$ cat src/rtl/insn_fetch_bridge_pkg.sv
`default_nettype none
// insn_fetch_bridge_pkg -- shared fetch-queue defaults and entry type.
// Revision 1.0
package insn_fetch_bridge_pkg;

  localparam int FETCH_Q_DEPTH    = 4;
  localparam int FETCH_ADDR_WIDTH = 32;

  typedef struct packed {
    logic [FETCH_ADDR_WIDTH-3:0] addr;
    logic                        kill;
  } fetch_q_entry_t;

endpackage
`default_nettype wire

$ cat src/rtl/fetch_ptr_ring.sv
`default_nettype none
// fetch_ptr_ring -- head/send/tail pointers of the fetch queue plus occupancy compares.
// Revision 1.0
module fetch_ptr_ring
  import insn_fetch_bridge_pkg::*;
#(
  parameter int DEPTH = FETCH_Q_DEPTH,
  localparam int IW   = $clog2(DEPTH),
  localparam int PW   = IW + 1
) (
  input  logic          clk,
  input  logic          rst,
  input  logic          i_enq,
  input  logic          i_issue,
  input  logic          i_retire,
  input  logic          i_flush,
  input  logic          i_redirect,
  output logic [IW-1:0] o_head_idx,
  output logic [IW-1:0] o_send_idx,
  output logic [IW-1:0] o_tail_idx,
  output logic [IW-1:0] o_send_next_idx,
  output logic [PW-1:0] o_kill_cnt,
  output logic          o_full,
  output logic          o_req_pending,
  output logic          o_inflight,
  output logic          o_redirect_room
);

  logic [PW-1:0] r_head, r_send, r_tail;
  logic [PW-1:0] w_send_next, w_occ;

  assign w_send_next     = r_send + PW'(i_issue);
  assign w_occ           = r_tail - r_head;
  assign o_full          = (w_occ == PW'(DEPTH));
  assign o_req_pending   = (r_send != r_tail);
  assign o_inflight      = (r_head != r_send);
  assign o_kill_cnt      = w_send_next - r_head;
  // A redirect slot exists unless every entry is already in flight after this cycle's issue.
  assign o_redirect_room = (o_kill_cnt != PW'(DEPTH));

  assign o_head_idx      = r_head[IW-1:0];
  assign o_send_idx      = r_send[IW-1:0];
  assign o_tail_idx      = r_tail[IW-1:0];
  assign o_send_next_idx = w_send_next[IW-1:0];

  always_ff @(posedge clk or posedge rst) begin
    if (rst) begin
      r_head <= '0;
      r_send <= '0;
      r_tail <= '0;
    end else begin
      r_head <= r_head + PW'(i_retire);
      r_send <= w_send_next;
      if (i_flush) r_tail <= w_send_next + PW'(i_redirect);
      else         r_tail <= r_tail + PW'(i_enq);
    end
  end

endmodule
`default_nettype wire

$ cat src/rtl/insn_fetch_bridge.sv
`default_nettype none
// insn_fetch_bridge -- queues core fetches onto a ready/valid imem bus, returns tagged in-order responses.
// Revision 1.0
module insn_fetch_bridge
  import insn_fetch_bridge_pkg::*;
#(
  parameter int ADDR_WIDTH = FETCH_ADDR_WIDTH,
  parameter int INSN_WIDTH = 32,
  parameter int DEPTH      = FETCH_Q_DEPTH
) (
  input  logic                  clk,
  input  logic                  rst,
  input  logic                  insn_fetch_en,
  input  logic [ADDR_WIDTH-3:0] insn_fetch_addr,
  input  logic                  flush,
  output logic                  insn_fetch_valid,
  output logic [INSN_WIDTH-1:0] insn_fetch_data,
  output logic [ADDR_WIDTH-3:0] insn_fetched_addr,
  output logic                  mem_req_valid,
  output logic [ADDR_WIDTH-3:0] mem_req_addr,
  input  logic                  mem_req_ready,
  input  logic                  mem_rsp_valid,
  input  logic [INSN_WIDTH-1:0] mem_rsp_data,
  output logic                  overflow,
  output logic                  proto_err
);

  localparam int IW = $clog2(DEPTH);
  localparam int PW = IW + 1;

  fetch_q_entry_t        r_q [DEPTH];
  logic                  r_valid, r_overflow, r_proto_err;
  logic [INSN_WIDTH-1:0] r_data;
  logic [ADDR_WIDTH-3:0] r_addr;

  logic [IW-1:0]    w_head_idx, w_send_idx, w_tail_idx, w_send_next_idx, w_wr_idx;
  logic [PW-1:0]    w_kill_cnt;
  logic             w_full, w_req_pending, w_inflight, w_redirect_room;
  logic             w_issue, w_retire, w_stray, w_enq, w_redirect, w_drop, w_wr_en;
  logic [DEPTH-1:0] w_in_kill;

  fetch_ptr_ring #(.DEPTH(DEPTH)) u_ring (
    .clk             (clk),
    .rst             (rst),
    .i_enq           (w_enq),
    .i_issue         (w_issue),
    .i_retire        (w_retire),
    .i_flush         (flush),
    .i_redirect      (w_redirect),
    .o_head_idx      (w_head_idx),
    .o_send_idx      (w_send_idx),
    .o_tail_idx      (w_tail_idx),
    .o_send_next_idx (w_send_next_idx),
    .o_kill_cnt      (w_kill_cnt),
    .o_full          (w_full),
    .o_req_pending   (w_req_pending),
    .o_inflight      (w_inflight),
    .o_redirect_room (w_redirect_room)
  );

  assign mem_req_valid = w_req_pending;
  assign mem_req_addr  = r_q[w_send_idx].addr;

  assign w_issue    = w_req_pending & mem_req_ready;
  assign w_retire   = mem_rsp_valid & w_inflight;
  assign w_stray    = mem_rsp_valid & ~w_inflight;
  assign w_enq      = insn_fetch_en & ~flush & ~w_full;
  assign w_redirect = insn_fetch_en & flush & w_redirect_room;
  assign w_drop     = insn_fetch_en & (flush ? ~w_redirect_room : w_full);
  assign w_wr_en    = w_enq | w_redirect;
  assign w_wr_idx   = flush ? w_send_next_idx : w_tail_idx;

  // Entry is killed when its distance from head falls inside [head, send_next).
  for (genvar gi = 0; gi < DEPTH; gi++) begin : g_kill
    logic [IW-1:0] w_off;
    assign w_off         = IW'(gi) - w_head_idx;
    assign w_in_kill[gi] = ({1'b0, w_off} < w_kill_cnt);
  end

  always_ff @(posedge clk or posedge rst) begin
    if (rst) begin
      for (int i = 0; i < DEPTH; i++) r_q[i] <= '0;
      r_valid     <= 1'b0;
      r_data      <= '0;
      r_addr      <= '0;
      r_overflow  <= 1'b0;
      r_proto_err <= 1'b0;
    end else begin
      for (int i = 0; i < DEPTH; i++) begin
        if (flush && w_in_kill[i]) r_q[i].kill <= 1'b1;
      end
      if (w_wr_en) r_q[w_wr_idx] <= '{addr: insn_fetch_addr, kill: 1'b0};

      r_valid <= w_retire & ~r_q[w_head_idx].kill;
      if (w_retire) begin
        r_data <= mem_rsp_data;
        r_addr <= r_q[w_head_idx].addr;
      end
      if (w_drop)  r_overflow  <= 1'b1;
      if (w_stray) r_proto_err <= 1'b1;
    end
  end

  assign insn_fetch_valid  = r_valid;
  assign insn_fetch_data   = r_data;
  assign insn_fetched_addr = r_addr;
  assign overflow          = r_overflow;
  assign proto_err         = r_proto_err;

endmodule
`default_nettype wire

$ cat config.mk
export PLATFORM = sky130hd
export DESIGN_NAME = insn_fetch_bridge
export DESIGN_NICKNAME = d
export VERILOG_FILES = /design/src/rtl/insn_fetch_bridge_pkg.sv /design/src/rtl/fetch_ptr_ring.sv /design/src/rtl/insn_fetch_bridge.sv
export SDC_FILE = /design/constraint.sdc
export NUM_CORES = 1
export LEC_CHECK = 0
export ABC_AREA = 1
export CAP_MARGIN = 40
export CELL_PAD_IN_SITES_DETAIL_PLACEMENT = 1
export CELL_PAD_IN_SITES_GLOBAL_PLACEMENT = 1
export CORE_UTILIZATION = 32
export DETAILED_ROUTE_END_ITERATION = 6
export GPL_ROUTABILITY_DRIVEN = 0
export PLACE_DENSITY = 0.76
export SLEW_MARGIN = 20
export SYNTH_ARGS = -nofsm -noshare
export SYNTH_HDL_FRONTEND = slang
export SYNTH_SLANG_ARGS = --single-unit
$ cat constraint.sdc
create_clock -name clk -period 19.95 [get_ports clk]
set_input_delay 3.99 -clock clk [delete_from_list [all_inputs] [get_ports clk]]
set_output_delay 3.99 -clock clk [all_outputs]
set_load 0.1 [all_outputs]
; ---- Word-level counts from Yosys, hierarchy flattened
; Index checks and enable logic that the tools add are counted.
; Widths: inputs -> output; s select.
[totals]
reg_bits = 198
input_bits = 68
out_inout_bits = 96
wordCells = 78
[classes]
n_addsub = 10
order_cmp = 8
n_eq_ne = 4
muxes = 17
bitwise_logic = 18
reduce_logical = 5
[ops]
columns = cell, n
row1 = $mux 31, 5
row2 = $bmux 31 s2, 2
row3 = $bwmux 124, 1
row4 = $mux 94, 1
row5 = $demux 31 s2, 1
row6 = $add 3x1->3, 4
row7 = $lt 2x3->1, 4
row8 = $and 1x1->1, 9
row9 = $ge 3x3->1 const B, 3
row10 = $not 2->3, 3
row11 = $ne 3x3->1, 2
row12 = $sub 3x3->3, 2
row13 = $logic_and 1x1->1, 5
row14 = $mux 1, 5
row15 = $not 1->1, 5
row16 = $sub 1x2->2 const A, 2
row17 = $sub 2x2->2 const A, 2
row18 = $eq 3x3->1 const B, 1
row19 = $lt 3x1->1 const B, 1
row20 = $mux 3, 1
row21 = $ne 3x3->1 const B, 1
row22 = $mux 2, 1
row23 = $or 1x1->1, 1

; ---- Logic depth before layout (Yosys ltp)
; Gate-level depths: netlist of the first run.
[logic_depth]
ltp_word = 11
ltp_mapped = 22
ltp_nobuf = 20

; ---- Modules after synthesis
; Synthesis of the first run repeated with hierarchy kept, for this count alone.
[unflattened]
hier_cells = 1420
hier_area_um2 = 10249.8
[modules_own_cells]
columns = module, n_inst, cells_per_inst, area_per_inst_um2, seq_area_each_um2
row1 = insn_fetch_bridge, 1, 1332, 9486.6, 4729.5
row2 = fetch_ptr_ring, 1, 88, 763.2, 225.2

; ---- Least setup slack after synthesis of the first run
; OpenSTA, ideal clock, no wires.
[synth_path]
kind = reg2out
startpoint = register u_ring.r_send[0]
endpoint = output port mem_req_addr[0]
arrival_ns = 2.446
required_time_ns = 15.960
slack_ns = 13.514
path_stages_with_launch = 6
path_buffers = 2
cell_sequence = dfrtp_1 > buf_2 > inv_1 > clkbuf_1 > o21ai_0 > o22ai_1
[synth_between]
elab_chain_cells = 4
[synth_lines]
columns = item, line_no
row1 = from (decl), fetch_ptr_ring.sv:29  ; logic [PW-1:0] r_head, r_send, r_tail;
row2 = from (signal assigned), fetch_ptr_ring.sv:53  ; r_send <= w_send_next;
row3 = $not 2->3 (implied by the code), insn_fetch_bridge.sv:62  ; assign mem_req_addr = r_q[w_send_idx].addr;
row4 = $bmux 31 s2, insn_fetch_bridge.sv:62
row5 = $mux 31 (implied by the code) (2 in a row), insn_fetch_bridge.sv:62
row6 = to (decl), insn_fetch_bridge.sv:20  ; output logic [ADDR_WIDTH-3:0] mem_req_addr,
; Every way passes these cells. The select of a mux whose other input is x is not followed.

; ---- Worst setup path after layout of the first run
[layout_path]
startpoint = input port mem_req_ready
endpoint = register r_q[45] in the netlist's numbering
[layout_between]
elab_chain_cells = 9
word_cells_on_any_way = 14
cone_classes = 2 x add/sub / 2 x order compare / 1 x eq/ne / 4 x mux / 4 x bitwise / 1 x reduce/logical
[layout_lines]
columns = item, line_no
row1 = from (decl), insn_fetch_bridge.sv:21  ; input logic mem_req_ready,
row2 = $and 1x1->1 *, insn_fetch_bridge.sv:64  ; assign w_issue = w_req_pending & mem_req_ready;
row3 = $add 3x1->3 *, fetch_ptr_ring.sv:32  ; assign w_send_next = r_send + PW'(i_issue);
row4 = named net u_ring.o_send_next_idx[0], fetch_ptr_ring.sv:21  ; output logic [IW-1:0] o_send_next_idx,
row5 = $mux 2, insn_fetch_bridge.sv:71  ; assign w_wr_idx = flush ? w_send_next_idx : w_tail_idx;
row6 = $not 2->3 (implied by the code), insn_fetch_bridge.sv:92  ; if (w_wr_en) r_q[w_wr_idx] <= '{addr: insn_fetch_addr, kill: 1'b0};
row7 = $ge 3x3->1 (implied by the code) / $lt 3x1->1 (equally long branches), insn_fetch_bridge.sv:92
row8 = $logic_and 1x1->1 (implied by the code), insn_fetch_bridge.sv:92
row9 = $mux 31 (implied by the code), insn_fetch_bridge.sv:92
row10 = $demux 31 s2, insn_fetch_bridge.sv:92
row11 = $bwmux 124, insn_fetch_bridge.sv:92
row12 = "to (signal, indexed assignment)", insn_fetch_bridge.sv:92
row13 = to (decl), insn_fetch_bridge.sv:31  ; fetch_q_entry_t r_q [DEPTH];
; Mark *: on every way through the listed nets, which the timed path passes. The rest lies on a longest branch.
; A chain may end at the register's enable or synchronous reset.

==> summary.md, run 1 <==
| Metric | Value |
|---|---|
| Dpl hpwl | `22700 um` |
| Vias in the first global route | `10500` |
| Worst EP required | `20280 ps` |
| Synthesized instance count | `1281` |
| Worst hold endpoint | `proto_err$_DFFE_PP0P_` |
| EDFF count, synth | `0` |
| Period Utilization, post-route | `0.383` |
| CTS Hold Bufs | `0` |
| Io pins | `164` |
| Vias/cell | `5.22` |
| Antenna Nets Post-Route | `0` |
| Max Root-Sink Buffers | `2` |
| Slew Limit Fails | `0` |
| Starting Density | `0.328` |
| Crit path from | `mem_req_ready` |
| Worst-Skew Late Latency | `450 ps` |
| Crit. End Element | `flip-flop` |
| Fin. Hold Viols | `0` |
| #FFs+latches synth | `198` |
| Met2 wire length | `18100 um` |
| DRT met1 WL | `15500 um` |
| R2r worst-path depth | `19` |
| Netlist cell types | `30` |
| Average footprint of a synthesized cell | `7.93 um^2` |
| Largest net degree at the start of global routing | `78` |
| Asr flop ratio synth | `1.00` |
| Core Rows | `64` |
| DR DRC count | `0` |
| Diodes inserted | `0` |
| Critical path peak fanout | `77` |
| Gr usage total | `0.227` |
| Layout area overhead | `40.8%` |
| Startpoint Class | `primary input` |
| Grt ovf | `0` |
| RSZ-0062 raised after global routing | `false` |
| Post-Route WL | `36000 um` |
| Area leader, netlist | `dfrtp_1` |
| Most frequent cells in the layout | `nand2_1 (463), nand3_1 (217), dfrtp_1 (195), clkdlybuf4s50_1 (163), buf_8 (76)` |
| CP arrival | `7960 ps` |
| Met3 WL | `1950 um` |
| Worst Skew | `18.5 ps` |
| Mapped cell area | `0.0102 mm^2` |
| Final min period | `7630 ps` |
| Die H | `180 um` |
| Drt first pass iters | `5` |
| Ys Warns | `0` |
| Post-synth top area share | `0.488` |
| Synth Flop Type | `dfrtp_1` |
| Clk sinks | `198` |
| Synth top area cells | `dfrtp_1 (49%), nand2_1 (17%), nand3_1 (11%), o21ai_0 (3.0%), nor2_1 (2.3%)` |
| Global-route wire length before repair | `57900 um` |
| DR vias | `9887` |
| Most common cell after layout, fill and taps aside | `nand2_1` |
| # port buffers | `163` |
| Nets | `1571` |
| Iter 0 DRT Violations | `666` |
| Fmax | `0.131 GHz` |
| Core area | `0.0309 mm^2` |
| Final setup viols | `0` |
| Area of the die | `0.0324 mm^2` |
| Rel. slew slack | `0.457` |
| FF-to-FF Start | `u_ring.r_send[0]$_DFF_PP0_` |
| Die Wd | `180 um` |
| Clock slew at reported path FFs | `80 ps` |
| Htree depth | `4` |
| Slew at the pin closest to its max-slew limit | `814 ps` |
| Layout cell share with drive strength beyond 1 | `0.136` |
| Hold/Removal Path Class | `reg -> reg` |
| DR WL/cell | `19.0 um` |
| Max Cap Viol | `0` |
| TritonCTS Buffers | `17` |
| Net Count, Synth | `1367` |
| Post-CTS setup buffers | `0` |
| HP Start | `proto_err$_DFFE_PP0P_` |
| Reg2reg end | `r_q[45]$_DFFE_PP0P_` |
| Outcome | `complete, no violations` |
| Initial antenna violation count | `0` |
| Root Buffer | `clkbuf_16` |
| Highest Signal Layer | `met4` |
| Register area share after synthesis | `0.488` |
| Post-CTS resize count | `0` |
| Hold Crit Depth | `1` |
| FF-to-FF setup slack | `14940 ps` |
| Fin Setup TNS | `0 ps` |
| CTS tree | `done` |
| Crit path kind | `in -> reg` |
-- metal layers --
metal  GRT usage  up-vias
li1            -     4610
met4      0.0718        0
met5           0        -
met2       0.396      292
met1       0.287     4950
met3      0.0340       35
-- worst max path at each step --
stage,to,slack [ps]
after global placement,r_q[55]$_DFFE_PP0P_,12040
after detailed placement,r_q[45]$_DFFE_PP0P_,11910
after global routing,r_q[40]$_DFFE_PP0P_,12030
after floorplan,insn_fetch_data[0]$_DFFE_PP0P_,10560
after CTS,r_q[45]$_DFFE_PP0P_,12320
final,r_q[45]$_DFFE_PP0P_,12320
-- cell usage after synthesis (all sizes together) (6+ instances only) --
cell,instances
o21bai,6
o22ai,30
ha,17
inv,30
clkbuf,43
nand3,217
buf,51
xnor2,7
o21ai,63
nand2,506
nand4,31
a21oi,10
dfrtp,198
nor2,66
-- registers in the layout (all words and copies together) (netlist names) --
signal / count
r_q: 124
insn_fetch_data: 32
insn_fetched_addr: 30
u_ring.r_head: 3
u_ring.r_send: 3
u_ring.r_tail: 3
insn_fetch_valid: 1
overflow: 1
proto_err: 1
-- cell type report --
class / instances / area [um^2]
multi-input combinational: 958 / 4540
tap: 396 / 495
fill: 3596 / 16600
clock buffer: 18 / 429
inverter: 31 / 124
clock inverter: 14 / 130
sequential: 198 / 4960
timing repair buffer: 279 / 3630
-- metrics by stage --
stage / instance area, um^2 / hold WS [ps] / utilization / std cells / worst slack, ps
floorplan: 10200 / 459 / - / 1281 / 10560
global route: 14300 / 514 / 0.463 / 1894 / 12030
finish: 14300 / 478 / 0.463 / 1894 / 12320
detailed placement: 13700 / 461 / 0.444 / 1861 / 11910
CTS: 14300 / 484 / 0.462 / 1893 / 12320
global placement: 11800 / 460 / 0.383 / 1758 / 12040
-- logic make-up (layout without fill, tap and decap cells) --
kind of cell,after synthesis,after routing,share of synthesized area
AO/OA/AOI/OAI,109,109,0.0596
AND/OR/NAND/NOR,821,821,0.354
flip-flops,198,198,0.488
adder cells (fa/ha/maj),18,18,0.0229
buffers and inverters,125,342,0.0672
XOR/XNOR,10,10,0.00863
-- worst max-delay path, cell delays in order --
cell	delay (ps)
clkdlybuf4s50_1	400
nand2_1	70
inv_1	40
ha_1	350
inv_1	60
ha_1	220
fa_1	440
xnor2_1	170
nand2_2	130
nand2_2	60
nand2_2	70
nand2_2	80
nand2_4	450
buf_4	760
nand2_8	400
nand2_2	160
nand2_1	60
Power of run 1 is not shown: default switching activity piles up to over one toggle a cycle in this logic, so the estimate is an artifact.
==> run 2, diff against run 1 <==
- clock period: 19.95 -> 7.85 ns (I/O delays scaled with it)
==> run 2 against run 1 <==
  * Via count hardly changed
  * Non-clock buffer count is 1 lower
  * Highest routed layer unchanged
  * Wire length is 1.4% lower
  * First-iteration DRC count is 17% higher
  * Die area stayed put
  * Core utilization is 0.089 points lower
  * Cell count hardly changed
==> summary.md, run 2 (same netlist as run 1, synthesis figures left out) <==
| Metric | Value |
|---|---|
| Outcome | `complete, no violations` |
| DR WL/cell | `18.7 um` |
| RSZ-0062 raised after global routing | `false` |
| Worst Skew | `12.6 ps` |
| Critical path peak fanout | `76` |
| Layout area overhead | `40.6%` |
| Final min period | `4890 ps` |
| Antenna Nets Post-Route | `0` |
| Crit path kind | `in -> reg` |
| CTS Hold Bufs | `0` |
| Fill cell count | `3591` |
| Dpl hpwl | `22500 um` |
| Worst path cell trace | `clkdlybuf4s50_1 -> nand2_1 -> inv_1 -> ha_1 -> inv_1 -> ha_1 -> fa_1 -> xnor2_1 -> nand2_2 -> nand2_2 -> nand2_2 -> nand2_2 -> nand2_4 -> buf_4 -> nand3_1 -> nand2_1` |
| Core area | `0.0309 mm^2` |
| Area of the multi-input gates | `0.00454 mm^2` |
| Crit path from | `mem_req_ready` |
| HP Start | `insn_fetched_addr[17]$_DFFE_PP0P_` |
| Vias/cell | `5.22` |
| Diodes inserted | `0` |
| Fin Setup TNS | `0 ps` |
| Htree depth | `4` |
| Root Buffer | `clkbuf_16` |
| Max FFs per register | `124` |
| Post-CTS setup buffers | `0` |
| Grt ovf | `0` |
| Worst-Skew Late Latency | `440 ps` |
| Die Wd | `180 um` |
| Worst EP required | `8220 ps` |
| Delay-heaviest family, CP | `buffers and inverters` |
| Hold_ws | `479 ps` |
| Most frequent CP cell | `nand2_2` |
| Die H | `180 um` |
| Clk sinks | `198` |
| Drt first pass iters | `5` |
| CTS tree | `done` |
| Io pins | `164` |
| CP arrival | `5260 ps` |
| Final setup viols | `0` |
| Global-route wire length before repair | `57800 um` |
| TritonCTS Buffers | `17` |
| Slowest cell on the critical path | `buf_4` |
| Register area | `0.00496 mm^2` |
| Largest net degree at the start of global routing | `79` |
| Slew Limit Fails | `0` |
| Sum of buffers and inverters on the critical path | `4` |
| Rel. slew slack | `0.413` |
| Max Root-Sink Buffers | `2` |
| Gr usage total | `0.225` |
| Core Rows | `64` |
| Layout cell share with drive strength beyond 1 | `0.136` |
| Fin. Hold Viols | `0` |
| Iter 0 DRT Violations | `780` |
| DR DRC count | `0` |
| DR vias | `9881` |
| Starting Density | `0.328` |
| Most frequent cells in the layout | `nand2_1 (463), nand3_1 (217), dfrtp_1 (195), clkdlybuf4s50_1 (163), buf_8 (78)` |
| # port buffers | `163` |
| Slew at the pin closest to its max-slew limit | `881 ps` |
| Clock slew at reported path FFs | `80 ps` |
| Post-Route WL | `35500 um` |
| Initial antenna violation count | `0` |
| FF-to-FF Start | `u_ring.r_send[0]$_DFF_PP0_` |
| Critical path's largest stage delay | `730 ps` |
| Period Utilization, post-route | `0.623` |
| Most common cell after layout, fill and taps aside | `nand2_1` |
| Vias in the first global route | `10500` |
| Area of the die | `0.0324 mm^2` |
| Nets | `1570` |
| Most flops, register | `r_q` |
| Crit. End Element | `flip-flop` |
| Startpoint Class | `primary input` |
| Fmax | `0.205 GHz` |
| Post-CTS resize count | `0` |
| Max Cap Viol | `0` |
| Hold/Removal Path Class | `reg -> reg` |
-- run 2: cell types whose count changed in the layout (fill, tap and decap cells not counted), moves of 2 or more --
cell,previous run,this run
inv_6,5,7
buf_16,27,24
buf_8,76,78
inv_8,6,4
-- run 2: area by class of cell --
class	instances	area share
sequential	198	0.347
multi-input combinational	958	0.318
timing repair buffer	278	0.251
tap	396	0.0347
clock buffer	18	0.0308
clock inverter	14	0.00929
inverter	31	0.00868
-- run 2: through the flow --
step	util	setup WS, ps	instances	instance area, um^2
6_report	0.462	2960	1893	14300
3_5_place_dp	0.442	2610	1860	13700
5_1_grt	0.462	2720	1893	14300
3_3_place_gp	0.383	2730	1757	11800
2_1_floorplan	-	883	1281	10200
4_1_cts	0.461	3050	1892	14200
-- run 2: worst register-to-register path: cells and delay by family (launching register included) --
kind          cells  cell delay, ps
buf+inv           4            1410
flops             1             370
xor+xnor          2             370
fa+ha+maj         3            1060
simple gates      9            1350
-- run 2: worst paths after layout --
path,endpoint,slack [ps],cells after the start
worst min-delay path,insn_fetched_addr[17]$_DFFE_PP0P_,480,2
worst max register to register,r_q[90]$_DFFE_PP0P_,3230,18
worst max-delay path,r_q[90]$_DFFE_PP0P_,2960,16
worst min register to register,insn_fetched_addr[17]$_DFFE_PP0P_,480,2
min in group asynchronous,insn_fetch_data[31]$_DFFE_PP0P_,1610,2
max in group asynchronous,r_q[85]$_DFFE_PP0P_,5220,4
-- run 2: routing by layer --
layer | global-route usage | up-vias | wire length, um
met5 | 0 | - | 0
met4 | 0.0602 | 0 | 408
met3 | 0.0277 | 26 | 1570
met2 | 0.389 | 276 | 17800
met1 | 0.296 | 4976 | 15700
li1 | - | 4603 | -
Power of run 2 is left out for the same reason.
==> run 3, diff against run 2 <==
- clock period: 7.85 -> 5.1 ns (I/O delays scaled with it)
==> run 3 against run 2 <==
  * Register-to-register slack worse by 1900 ps
  * Clock skew is 0.94 ps higher
  * Count of clock-buffer cells in the layout is 1 lower
  * Core utilization is 2.5 points lower
  * Critical path depth stayed put
  * Sequential cell count stayed put
  * Hold slack better by 0.59 ps
  * Critical path type unchanged
  * Largest cell class unchanged
==> summary.md, run 3 (same netlist as run 1, synthesis figures left out) <==
| Metric | Value |
|---|---|
| Period Utilization, post-route | `0.774` |
| Area of the die | `0.0324 mm^2` |
| Worst path cell trace | `clkdlybuf4s50_1 -> nand2_1 -> inv_1 -> ha_1 -> inv_1 -> ha_1 -> fa_1 -> xnor2_1 -> nand2_2 -> nand2_2 -> nand2_2 -> nand2_2 -> nand2_4 -> nand2_4 -> nand2_1 -> nand2_1` |
| FF-to-FF Start | `u_ring.r_tail[1]$_DFF_PP0_` |
| Crit path from | `mem_req_ready` |
| Layout area overhead | `32.9%` |
| Fill cell count | `3641` |
| Worst Skew | `13.5 ps` |
| DR WL/cell | `19.0 um` |
| Crit. End Element | `flip-flop` |
| Slew at the pin closest to its max-slew limit | `765 ps` |
| Drt first pass iters | `4` |
| Die H | `180 um` |
| Setup WS pre-CTS | `750 ps` |
| Hold/Removal Path Class | `reg -> reg` |
| Clk sinks | `198` |
| CP arrival | `4270 ps` |
| Critical path peak fanout | `50` |
| Startpoint Class | `primary input` |
| Rel. slew slack | `0.489` |
| Vias in the first global route | `10400` |
| TritonCTS Buffers | `17` |
| Crit path kind | `in -> reg` |
| Post-CTS resize count | `0` |
| Worst-Skew Late Latency | `450 ps` |
| Outcome | `complete, no violations` |
| DR DRC count | `0` |
| Most common cell after layout, fill and taps aside | `nand2_1` |
| Fin cells | `1863` |
| CTS Hold Bufs | `0` |
| Grt ovf | `0` |
| Delay-heaviest family, CP | `simple AND/OR/NAND/NOR gates` |
| Final min period | `3950 ps` |
| Critical path's largest stage delay | `470 ps` |
| Fmax | `0.253 GHz` |
| Initial antenna violation count | `0` |
| Vias/cell | `5.26` |
| DR vias | `9799` |
| Post-CTS setup buffers | `0` |
| Final setup viols | `0` |
| RSZ-0062 raised after global routing | `false` |
| Final core occ | `0.436` |
| Max Root-Sink Buffers | `2` |
| Max Cap Viol | `0` |
| # port buffers | `163` |
| Iter 0 DRT Violations | `654` |
| Gr usage total | `0.226` |
| Dpl hpwl | `22200 um` |
| Fin Setup TNS | `0 ps` |
| Post-Route WL | `35500 um` |
| Diodes inserted | `0` |
| Fin worst setup slack | `1150 ps` |
| Most frequent CP cell | `nand2_2` |
| Worst EP required | `5420 ps` |
| Slew Limit Fails | `0` |
| Clock slew at reported path FFs | `80 ps` |
| Core Rows | `64` |
| Global-route wire length before repair | `57900 um` |
| Most flops, register | `r_q` |
| Largest net degree at the start of global routing | `88` |
| Max FFs per register | `124` |
| Io pins | `164` |
| CTS tree | `done` |
| Htree depth | `4` |
| Sum of buffers and inverters on the critical path | `3` |
| Core area | `0.0309 mm^2` |
| Root Buffer | `clkbuf_16` |
| Layout cell share with drive strength beyond 1 | `0.139` |
| HP Start | `insn_fetch_data[21]$_DFFE_PP0P_` |
| Fin. Hold Viols | `0` |
| Antenna Nets Post-Route | `0` |
| Die Wd | `180 um` |
| Nets | `1541` |
| Post-placement cell count | `1832` |
| Slowest cell on the critical path | `nand2_4` |
| Starting Density | `0.328` |
| Most frequent cells in the layout | `nand2_1 (463), nand3_1 (217), dfrtp_1 (195), clkdlybuf4s50_1 (133)` |
run 3: cell count changes in the layout (fill, tap and decap cells not counted), moves of 2 or more:
| cell | change |
|---|---|
| buf_16 | -18 |
| buf_4 | +35 |
| clkdlybuf4s50_1 | -30 |
| clkinv_4 | +2 |
| inv_6 | -5 |
| clkinvlp_4 | +2 |
| buf_12 | +2 |
| buf_8 | -18 |
run 3: worst min-delay path: stages (launching register included):
cell	delay (ps)
dfrtp_1	340
nand2_1	50
nand2_1	50
run 3: final timing paths:
path,endpoint,slack [ps],cells after the start
worst max register to register,r_q[21]$_DFFE_PP0P_,1330,17
worst max-delay path,r_q[21]$_DFFE_PP0P_,1150,16
worst min register to register,insn_fetch_data[21]$_DFFE_PP0P_,480,2
worst min-delay path,insn_fetch_data[21]$_DFFE_PP0P_,480,2
max in group asynchronous,u_ring.r_send[0]$_DFF_PP0_,3350,3
min in group asynchronous,u_ring.r_send[1]$_DFF_PP0_,860,2
run 3: per-layer routing:
metal | wire length, um | share of wire | global-route usage | vias up
met5 | 0 | 0 | 0 | -
met4 | 699 | 0.020 | 0.0762 | 0
met3 | 1680 | 0.047 | 0.0338 | 48
met2 | 17400 | 0.49 | 0.383 | 309
met1 | 15700 | 0.44 | 0.295 | 4901
li1 | - | - | - | 4541
run 3: stage by stage:
stage / hold slack, ps / area (um^2)
6_report: 479 / 13500
5_1_grt: 503 / 13500
4_1_cts: 486 / 13500
3_5_place_dp: 465 / 12900
3_3_place_gp: 460 / 11800
2_1_floorplan: 459 / 10200
run 3: area by class of cell:
type,instances,area [um^2],share of cell area
clock inverters,14,136,0.0101
repair buffers,249,2820,0.209
flip-flops and latches,198,4960,0.368
clock buffers,17,425,0.0315
multi-input cells,958,4530,0.336
well taps,396,495,0.0367
inverters,31,120,0.00890
Power of run 3 is left out for the same reason.
==> edit, RTL diff (settings of run 3) <==
The parameter `INSN_WIDTH` goes from 32 to 16.
--- a/src/rtl/insn_fetch_bridge.sv
+++ b/src/rtl/insn_fetch_bridge.sv
@@ -7,3 +7,3 @@
   parameter int ADDR_WIDTH = FETCH_ADDR_WIDTH,
-  parameter int INSN_WIDTH = 32,
+  parameter int INSN_WIDTH = 16,
   parameter int DEPTH      = FETCH_Q_DEPTH
Interface: changed (resized insn_fetch_data and mem_rsp_data); port bits go from 164 to 132. No check against the original RTL was run, so the function may have changed too.
==> edit against run 3 <==
Sequential cell count shrank 16; synthesized area shrank 6.8%; fmax shrank 4.7%; setup slack lost 0.20 ns; global-route usage shrank 0.43 points; final area shrank 8.8%; routed wire length shrank 7.7%; largest cell class unchanged; highest routed layer unchanged.
Power is left out: the tool's default activity adds up to more than one toggle a clock period on the data nets, which glitch-free logic cannot reach.
==> edit: results (changes against run 3) <==
* Status: finished, final reports clean (unchanged)
* Syn nets at 1285 (was 1367)
* Met2 Use GR at 37.9% (was 38.3%)
* NumNets Final at 1413 (was 1541)
* Main area contributors after synthesis: dfrtp_1, nand2_1, nand3_1 (unchanged)
* CTS Buffer Depth at 2 (unchanged)
* Sequential area share after synthesis at 48.1% (was 48.8%)
* Root Buffer: clkbuf_16 (unchanged)
* Worst-path fanout max at 42 (was 50)
* Ant. Diodes at 0 (unchanged)
* Critical Path AT at 3.12 ns (was 4.27 ns)
* GRT Resource Usage Total at 22.2% (was 22.6%)
* CP max stage cell: dfrtp_2 (was nand2_4)
* Final period util at 81.3% (was 77.4%)
* Starting DRT DRC Count at 627 (was 654)
* Met2 wire length at 16.0 mm (was 17.4 mm)
* Synth cell count leaders: nand2_1, nand3_1, dfrtp_1 (unchanged)
* WL met3 at 1.26 mm (was 1.68 mm)
* Grt met1 use at 28.6% (was 29.5%)
* Detail Placement HPWL at 20.8 mm (was 22.2 mm)
* Origin of the worst setup path: u_ring.r_send[0] (was mem_req_ready)
* Library cells used by synthesis at 27 (was 30)
* Pin count of the biggest net entering global routing at 98 (was 88)
* Port bufs at 131 (was 163)
* Largest register FFs at 124 (unchanged)
* Layout cells sized above 1 at 12.3% (was 13.9%)
* Crit path capture: mem_req_addr[8] (was r_q[21])
* Max Clock Skew at 0.0195 ns (was 0.0135 ns)
* Worst path max stage delay at 0.57 ns (was 0.47 ns)
* Min-delay src: insn_fetched_addr[16] (was insn_fetch_data[21])
* GRT met3 Usage at 2.62% (was 3.38%)
* R2R Setup Slk at 1.22 ns (was 1.33 ns)
* Hold Crit Endpoint: insn_fetched_addr[16] (was insn_fetch_data[21])
* CP delay by family, top: buffers and inverters (was simple AND/OR/NAND/NOR gates)
* Number of fill cells at 3443 (was 3641)
* WL met1 at 14.7 mm (was 15.7 mm)
* Drt total wl at 32.7 mm (was 35.5 mm)
* # resized after CTS at 0 (unchanged)
* Drt first pass iters at 5 (was 4)
* Worst Tran Pin Value at 0.813 ns (was 0.765 ns)
* Worst reg-to-reg path cell count at 13 (was 17)
* Vias in the first global route at 9739 (was 10400)
* First-pass GRT wire length at 53.1 mm (was 57.9 mm)
* Ys async rst share at 100% (unchanged)
* Setup WS pre-CTS at 0.843 ns (was 0.750 ns)
* DR vias at 9175 (was 9799)
* R2R Path End: r_q[29] (was r_q[21])
## edit: cell count changes after synthesis, moves of 2 or more
cell	before	now
buf_2	13	20
nor2_1	62	64
dfrtp_1	198	182
nand2_2	37	17
clkbuf_1	42	37
nand2_1	464	437
buf_4	17	14
buf_6	15	12
nor2_2	2	0
buf_1	5	8
## edit: area by class of cell
class,count,area share [%]
sequential,182,37.1
multi-input combinational,910,34.9
timing repair buffer,201,18.6
tap,384,3.91
clock buffer,21,3.74
inverter,31,0.977
clock inverter,10,0.804
## edit: logic make-up after synthesis
group	count (synthesis)	share of synthesized area [%]
AO/OA/AOI/OAI	109	6.40
XOR/XNOR	10	0.926
adder cells (fa/ha/maj)	18	2.46
buffers and inverters	123	6.77
flip-flops	182	48.1
AND/OR/NAND/NOR	773	35.3
## edit: through the flow
stage,cells,instance area [sq um]
global route,1739,12300
CTS,1739,12300
global placement,1654,10800
detailed placement,1708,11700
finish,1739,12300
floorplan,1215,9460
